--- config.mk ---
export PLATFORM = sky130hd
export DESIGN_NAME = fetch_unit
export DESIGN_NICKNAME = d
export VERILOG_FILES = /design/src/rtl/fetch_unit.sv
export SDC_FILE = /design/constraint.sdc
export NUM_CORES = 1
export LEC_CHECK = 0
export ABC_AREA = 1
export BUFFER_PORTS_ARGS = -buffer_cell sky130_fd_sc_hd__buf_2
export CORE_ASPECT_RATIO = 0.7
export CORE_MARGIN = 2
export CORE_UTILIZATION = 48
export CTS_BUF_LIST = sky130_fd_sc_hd__clkbuf_8
export DETAILED_ROUTE_END_ITERATION = 8
export GPL_TIMING_DRIVEN = 1
export PLACE_DENSITY = 0.9
export SLEW_MARGIN = 10
export SYNTH_ARGS = -nofsm -noshare
export SYNTH_HDL_FRONTEND = slang
export SYNTH_SLANG_ARGS = --single-unit
--- constraint.sdc ---
create_clock -name clk -period 2.2 [get_ports clk]
set_clock_uncertainty 0.1 [all_clocks]
set_input_delay 0.33 -clock clk [delete_from_list [all_inputs] [get_ports clk]]
set_output_delay 0.33 -clock clk [all_outputs]
set_load 0.03 [all_outputs]
--- src/rtl/fetch_unit.sv ---
// fetch_unit: instruction fetch front end.
// Owns the PC, drives the instruction-memory read handshake and presents
// pc / pc+4 / instruction / valid to the IF pipeline register. Redirects that
// land while a read is outstanding are parked in DISCARD until the old read
// completes, because the old address must stay stable on the memory port.
// Optional feature macro: FETCH_SKID_BUF_EN (adds a one-entry skid buffer so
// a completed-but-stalled fetch is held locally instead of re-read).
module fetch_unit #(
  parameter logic [31:0] RESET_PC = 32'h0000_0000
) (
  input  logic        clk,
  input  logic        reset,
  input  logic        branch_jump_signal,
  input  logic [31:0] branch_target,
  input  logic        hold,
  input  logic        busywait,
  output logic        imem_read,
  output logic [31:0] imem_address,
  input  logic [31:0] imem_readdata,
  input  logic        imem_busywait,
  output logic [31:0] pc_out,
  output logic [31:0] pc_4_out,
  output logic [31:0] instruction_out,
  output logic        busywait_imem
);

`ifdef FETCH_SKID_BUF_EN
  typedef enum logic [1:0] {
    START    = 2'd0,
    FETCH    = 2'd1,
    DISCARD  = 2'd2,
    BUFFERED = 2'd3
  } state_t;
`else
  typedef enum logic [1:0] {
    START    = 2'd0,
    FETCH    = 2'd1,
    DISCARD  = 2'd2
  } state_t;
`endif

  state_t      state_reg, state_next;
  logic [31:0] pc_reg, pc_next;
  logic [31:0] req_addr_reg, req_addr_next;
  logic [31:0] target;
  logic [31:0] pc_plus4;
  logic        accept;

  // Masking (rather than slicing) keeps every target bit in use while
  // forcing word alignment.
  assign target   = branch_target & ~32'd3;
  assign pc_plus4 = pc_reg + 32'd4;
  assign accept   = !busywait && !hold;

  assign pc_out   = pc_reg;
  assign pc_4_out = pc_plus4;

`ifdef FETCH_SKID_BUF_EN
  logic [31:0] buf_reg, buf_next;

  // Skid buffer holds the word that completed while the pipeline stalled.
  always_ff @(posedge clk or posedge reset) begin
    if (reset) buf_reg <= 32'd0;
    else       buf_reg <= buf_next;
  end
`endif

  // FSM state register.
  always_ff @(posedge clk or posedge reset) begin
    if (reset) state_reg <= START;
    else       state_reg <= state_next;
  end

  // PC and outstanding-request address registers.
  always_ff @(posedge clk or posedge reset) begin
    if (reset) begin
      pc_reg       <= RESET_PC;
      req_addr_reg <= RESET_PC;
    end else begin
      pc_reg       <= pc_next;
      req_addr_reg <= req_addr_next;
    end
  end

  // Next-state, next-PC and output decode; redirect outranks completion/accept.
  always_comb begin
    state_next      = state_reg;
    pc_next         = pc_reg;
    req_addr_next   = req_addr_reg;
`ifdef FETCH_SKID_BUF_EN
    buf_next        = buf_reg;
`endif
    imem_read       = 1'b0;
    imem_address    = pc_reg;
    instruction_out = 32'd0;
    busywait_imem   = 1'b1;

    case (state_reg)
      START: begin
        state_next = FETCH;
        if (branch_jump_signal) pc_next = target;
      end

      FETCH: begin
        imem_read     = 1'b1;
        req_addr_next = pc_reg;
        if (!imem_busywait) begin
          instruction_out = imem_readdata;
          busywait_imem   = 1'b0;
        end
        if (branch_jump_signal) begin
          // A still-busy read cannot be cancelled; park in DISCARD until it drains.
          pc_next    = target;
          state_next = imem_busywait ? DISCARD : FETCH;
        end else if (!imem_busywait) begin
          if (accept) begin
            pc_next = pc_plus4;
          end else begin
`ifdef FETCH_SKID_BUF_EN
            buf_next   = imem_readdata;
            state_next = BUFFERED;
`else
            // Stay put and re-read the same word until the pipeline accepts it.
            state_next = FETCH;
`endif
          end
        end
      end

      DISCARD: begin
        imem_read    = 1'b1;
        imem_address = req_addr_reg;
        if (branch_jump_signal) pc_next = target;
        if (!imem_busywait)     state_next = FETCH;
      end

`ifdef FETCH_SKID_BUF_EN
      BUFFERED: begin
        instruction_out = buf_reg;
        busywait_imem   = 1'b0;
        if (branch_jump_signal) begin
          pc_next    = target;
          state_next = FETCH;
        end else if (accept) begin
          pc_next    = pc_plus4;
          state_next = FETCH;
        end
      end
`endif

      default: begin
        state_next = START;
      end
    endcase
  end

endmodule

==> flow_summary.toml, run 1 <==
[run_status]
outcome = "complete, but fails checks"
violations = "setup timing"

[critical_path]
critPathArrivalTime_ns = 1.91
critical_path_class = "register to output port"
required_ns = 1.77
crit_start = "pc_out[2]"
crit_path_end_kind = "output port"
path_max_fanout = 7
crit-reg2reg-launch = "state_reg[0]"
worst_setup_path_start_kind = "register"

[synthesis]
yosysWarnings = 0
ys_seq_elements = 62
synthCells = 667
synth_edf_count = 0
synthFlopType = "dfrtp_1"
yosysUniqueCellTypes = 23
ys_seq_area_share_pct = 37.0
syn_avg_cell_area_um2 = 6.29
syn_area_um2 = 4190
synthArstFlopShare_pct = 100

[die]
dieHeight_um = 82.2
die_w_um = 116
io_pins = 200
dieArea_um2 = 9510
rows = 28
core_um2 = 8480
start_util_pct = 49.5

[routing]
drc = 0
ant_nets = 0
wl_per_cell_um = 16.6
wirelength_mm = 16.6
drtIter0Drc = 827
dr.pass1.iters = 9
via_per_inst = 5.55
via_count = 5548

[clock_tree]
numCtsBuffers = 9
cts.sinks = 62
cts-root-buf = "clkbuf_8"
htree_levels = 3
cts_tree = "yes"
clkTransAtPathRegs_ns = 0.07
clk_latency_ns = 0.34
clock_path_buffers = 2

[sta]
relSlewSlack_pct = 56.6
hold_viol_final = 0
rsz0062_at_grt = "true"
max_freq_ghz = 0.428
timing.final.crit_share_pct = 106
period_needed_ns = 2.34
worstMarginPinSlew_ns = 0.650
timing.final.ws_setup_ns = -0.137
maxSlewViolCount = 0
setup_tns_ns = -1.35
setup_violations = 22

[global_routing]
grt_usage_pct = 29.3
grt_max_degree = 58
grt_pass1_vias = 4348
grt_pass1_wl_mm = 21.5
gr-total-overflow = 0
antenna_found_initial = 0

[placement]
placedCellCount = 963
io_buffers = 191
dp_hpwl_mm = 10.2
placed_area_um2 = 5270
gp_congestion = 0.907

[final_layout]
final_area_um2 = 6150
fin_cells = 1000
antenna_cells = 0
finalNetCount = 950
drive_above_1_share_pct = 39.1
area_growth_pct = 46.6

[power]
p_per_area_nw_per_um2 = 1780
vdd.ir_drop.worst_uv = 843
leakagePower_nw = 3.26
total_power_mw = 10.9

[run]
max_cap_viol_count = 0

[worst_hold_path]
min_from = "branch_target[3]"
hp-class = "primary input to register"
layer usage:
layer  vias to the layer above  wire length, µm  global-route usage (%)
li1                       2466                -                       -
met1                      2471             6760                    43.9
met2                       492             7040                    43.0
met3                       119             2070                    6.06
met4                         0              767                    7.86
met5                         -                0                       0
repair_timing:
item,4_1_cts,5_1_grt
hold buffers,1,0
gates resized for setup,57,126
endpoints found under the setup margin,64,98
buffers inserted,3,15
pin swaps,6,22
hold endpoints to repair,23,0
cloned,0,2
report_power, final:
group / leakage (nW) / total, mW / switching, mW / internal (mW)
clock: 0.0816 / 0.888 / 0.479 / 0.409
sequential: 0.723 / 2.49 / 0.712 / 1.78
combinational: 2.45 / 7.56 / 5.25 / 2.31
cell families after synthesis:
family,after synthesis,synth area share (%)
other cells,1,0.0894
compound gates,103,12.5
simple gates,374,35.9
xor+xnor,7,1.46
fa+ha+maj,5,1.49
flops,62,37.0
buf+inv,115,11.5
per-stage QoR:
stage               hold slack [ns]  setup WS (ns)  util [%]
finish                        0.168         -0.137      72.5
global placement              0.303          0.190      62.2
global route                  0.168         -0.192      72.5
CTS                           0.142        -0.0206      66.6
detailed placement            0.304          0.126      62.2
floorplan                     0.353         0.0584         -
cell usage in the layout (no fill, tap or decap):
cell type      synthesis  final
dfrtp_2                0     20
clkbuf_8               0      9
buf_8                  0      1
clkinv_2               0      2
nand3_2                0      8
o21ai_1               19     24
inv_2                  5      8
ha_4                   0      3
clkbuf_4               0      1
xor2_2                 0      1
xor2_1                 7      6
o21ai_2                0      3
o22ai_1                4      4
nor3_1                 1      1
clkbuf_16              0      2
nand2_2                3     33
dfrtp_1               62     42
ha_1                   5      2
inv_6                  0      1
nand3_1               31     23
buf_6                  2     21
buf_2                  6    155
nor2_1               106     95
buf_4                  8     39
buf_12                 0      4
nor2_2                 7     10
conb_1                 1      6
inv_1                 78     75
o21ai_0               78     70
nor2_4                 4     12
nand2_4                0      7
nand2_1              219    182
clkinv_4               0      1
dlygate4sd3_1          0      1
a31oi_1                2      2
and2_1                 3      3
clkinvlp_4             0      3
critical path, stage by stage, from the launching register on:
cell and delay [ns]:
dfrtp_2 0.43, ha_4 0.18, nand2_4 0.06, nor2_4 0.15
nand2_4 0.14, nor2_4 0.18, nand2_1 0.09, nand2_1 0.12
nand2_1 0.08, buf_6 0.14
worst paths after layout:
check	end	slack [ns]	depth (start not counted)
max in group asynchronous	pc_out[7]	0.87	4
worst min register to register	req_addr_reg[10]	0.39	2
worst max register to register	pc_out[17]	0.10	9
worst max-delay path	pc_4_out[22]	-0.14	9
min in group asynchronous	req_addr_reg[21]	0.48	3
worst min-delay path	pc_out[3]	0.17	3
area by class of cell:
cell class | instances | area (µm²)
Clock buffer | 9 | 124
Clock inverter | 7 | 50.0
Fill cell | 634 | 2330
Inverter | 83 | 312
Multi-Input combinational cell | 495 | 2470
Sequential cell | 62 | 1580
Tap cell | 120 | 150
Timing Repair Buffer | 224 | 1470
synth_stat cells, types with 6 or more instances:
cell type	instances	share of area [%]
buf_2	6	0.72
buf_4	8	1.4
clkbuf_1	14	1.3
dfrtp_1	62	37
inv_1	78	7.0
nand2_1	219	20
nand3_1	31	3.7
nor2_1	106	9.5
nor2_2	7	1.0
o21ai_0	78	9.3
o21ai_1	19	2.3
xor2_1	7	1.5
(Power assumes the default switching activity.)
==> run 2: changes to the inputs <==
- CORE_MARGIN: 2 -> 3
- GPL_TIMING_DRIVEN: 1 -> 0
==> flow_summary.toml, run 2 (synthesized netlist as in run 1, its figures left out) <==
[run_status]
outcome = "complete, but fails checks"
violations = "DRC, setup timing"

[placement]
dp_hpwl_mm = 11.3
gp_congestion = 0.965
io_buffers = 191
placedCellCount = 979
placed_area_um2 = 5320

[routing]
via_count = 5510
drtIter0Drc = 1055
drc = 2
wirelength_mm = 16.8
dr.pass1.iters = 9
wl_met1_mm = 6.31
ant_nets = 0
wl_met2_mm = 7.24
wl_met3_mm = 2.40
via_per_inst = 5.43
highest_layer = "met4"
wl_per_cell_um = 16.6

[sta]
setup_tns_ns = -1.12
rsz0062_at_grt = "true"
timing.final.crit_share_pct = 106
worstMarginPinSlew_ns = 0.779
setup_violations = 18
timing.final.ws_setup_ns = -0.123
relSlewSlack_pct = 48.1
maxSlewViolCount = 0
max_freq_ghz = 0.430
hold_viol_final = 0
period_needed_ns = 2.32

[die]
rows = 27
core_um2 = 8180
start_util_pct = 51.3
dieArea_um2 = 9910
die_w_um = 118
dieHeight_um = 84.2
io_pins = 200

[clock_tree]
clkTransAtPathRegs_ns = 0.08
clk_latency_ns = 0.36
cts_hold_buf = 0
clock_path_buffers = 2
cts.sinks = 62
cts-root-buf = "clkbuf_8"
numCtsBuffers = 9
htree_levels = 3
cts_tree = "yes"

[critical_path]
critPathArrivalTime_ns = 1.89
critical_path_class = "register to output port"
crit_path_end_kind = "output port"
worst_setup_path_start_kind = "register"
path_max_fanout = 7
required_ns = 1.77

[power]
p_sw_mw = 6.50
clkPwrFrac_pct = 9.3
p_per_area_nw_per_um2 = 1820
combPwrFrac_pct = 69.2
leakagePower_nw = 3.31
vdd.ir_drop.worst_uv = 1160
p_int_mw = 4.71
p_seq_share_pct = 21.5
switching_share_pct = 58.0

[final_layout]
finalNetCount = 969
layout_commonest_cell = "nand2_1"
final_area_um2 = 6160
fin_cells = 1015
antenna_cells = 0
final_cell_mix = "198 x nand2_1, 146 x buf_2, 93 x nor2_1, 74 x inv_1, 66 x o21ai_0"
area_growth_pct = 46.8
drive_above_1_share_pct = 36.2

[global_routing]
gr-total-overflow = 0
grt_max_degree = 63
grt_pass1_vias = 4724
grt_pass1_wl_mm = 24.3
grt_usage_pct = 30.6
antenna_found_initial = 0

[worst_hold_path]
hp-class = "primary input to asynchronous set/reset pin"

[run]
max_cap_viol_count = 0
## run 2: cell types whose count changed in the layout (fill, tap and decap cells not counted), moves of 5 or more
| cell | change |
|---|---|
| buf_2 | -9 |
| buf_4 | +18 |
| clkbuf_1 | +6 |
| dfrtp_1 | +10 |
| dfrtp_2 | -10 |
| nand2_1 | +16 |
| nand2_2 | -14 |
| nand3_1 | +6 |
| nand3_2 | -6 |
| o21ai_1 | +5 |
## run 2: worst paths after layout
check,startpoint,endpoint,slack (ns),cells after the start
min in group clk,branch_target[3],pc_out[3],0.15,3
max in group asynchronous,reset,pc_out[19],1.41,2
setup reg to reg,state_reg[1],pc_out[25],0.15,9
hold reg to reg,req_addr_reg[10],req_addr_reg[10],0.39,2
setup / recovery,pc_out[2],pc_4_out[18],-0.12,8
hold / removal,reset,req_addr_reg[19],0.0006,2
## run 2: area by class of cell
cell class | instances | area [µm²]
multi-input combinational | 495 | 2380
clock inverter | 7 | 73.8
buffer | 32 | 236
fill | 589 | 2020
timing repair buffer | 211 | 1310
tap | 116 | 145
clock buffer | 9 | 124
inverter | 83 | 325
sequential | 62 | 1560
## run 2: stage by stage
| stage | power, mW | worst slack [ns] | hold slack [ns] | util [%] |
|---|---|---|---|---|
| after floorplan | 6.77 | 0.0584 | 0.353 | - |
| after global placement | 8.67 | -0.540 | 0.365 | 65.0 |
| after detailed placement | 8.79 | -0.136 | 0.373 | 65.0 |
| after CTS | 10.3 | -0.0152 | 0.0415 | 71.2 |
| after global routing | 11.8 | -0.180 | 0.0748 | 75.3 |
| final | 11.2 | -0.123 | 0.000642 | 75.3 |
## run 2: timing repair
action,4_1_cts,5_1_grt
gates resized for setup,79,117
buffers inserted,10,10
hold endpoints to repair,0,0
gates cloned,0,0
setup endpoints to repair,83,91
pin swaps,11,23
## run 2: power by group through the flow
stage | sequential, mW | clock [mW] | combinational (mW)
after floorplan | 2.76 | 0 | 4.01
after global placement | 2.31 | 0 | 6.36
after detailed placement | 2.32 | 0 | 6.46
after CTS | 2.32 | 1.03 | 6.97
after global routing | 2.46 | 1.09 | 8.24
final | 2.41 | 1.04 | 7.76
## run 2: critical path, stage by stage, from the launching register on
cell and delay [ns]:
dfrtp_1 0.44, ha_4 0.18, nand2_4 0.05, nor2_4 0.12
nand2_4 0.13, buf_4 0.16, o21ai_1 0.16, nand2_1 0.12
buf_6 0.16
## run 2: layer usage
layer  track usage (%)  vias up
met1              41.7     2433
met4              10.0        0
met5                 0        -
met3              8.62       97
li1                  -     2496
met2              47.3      484
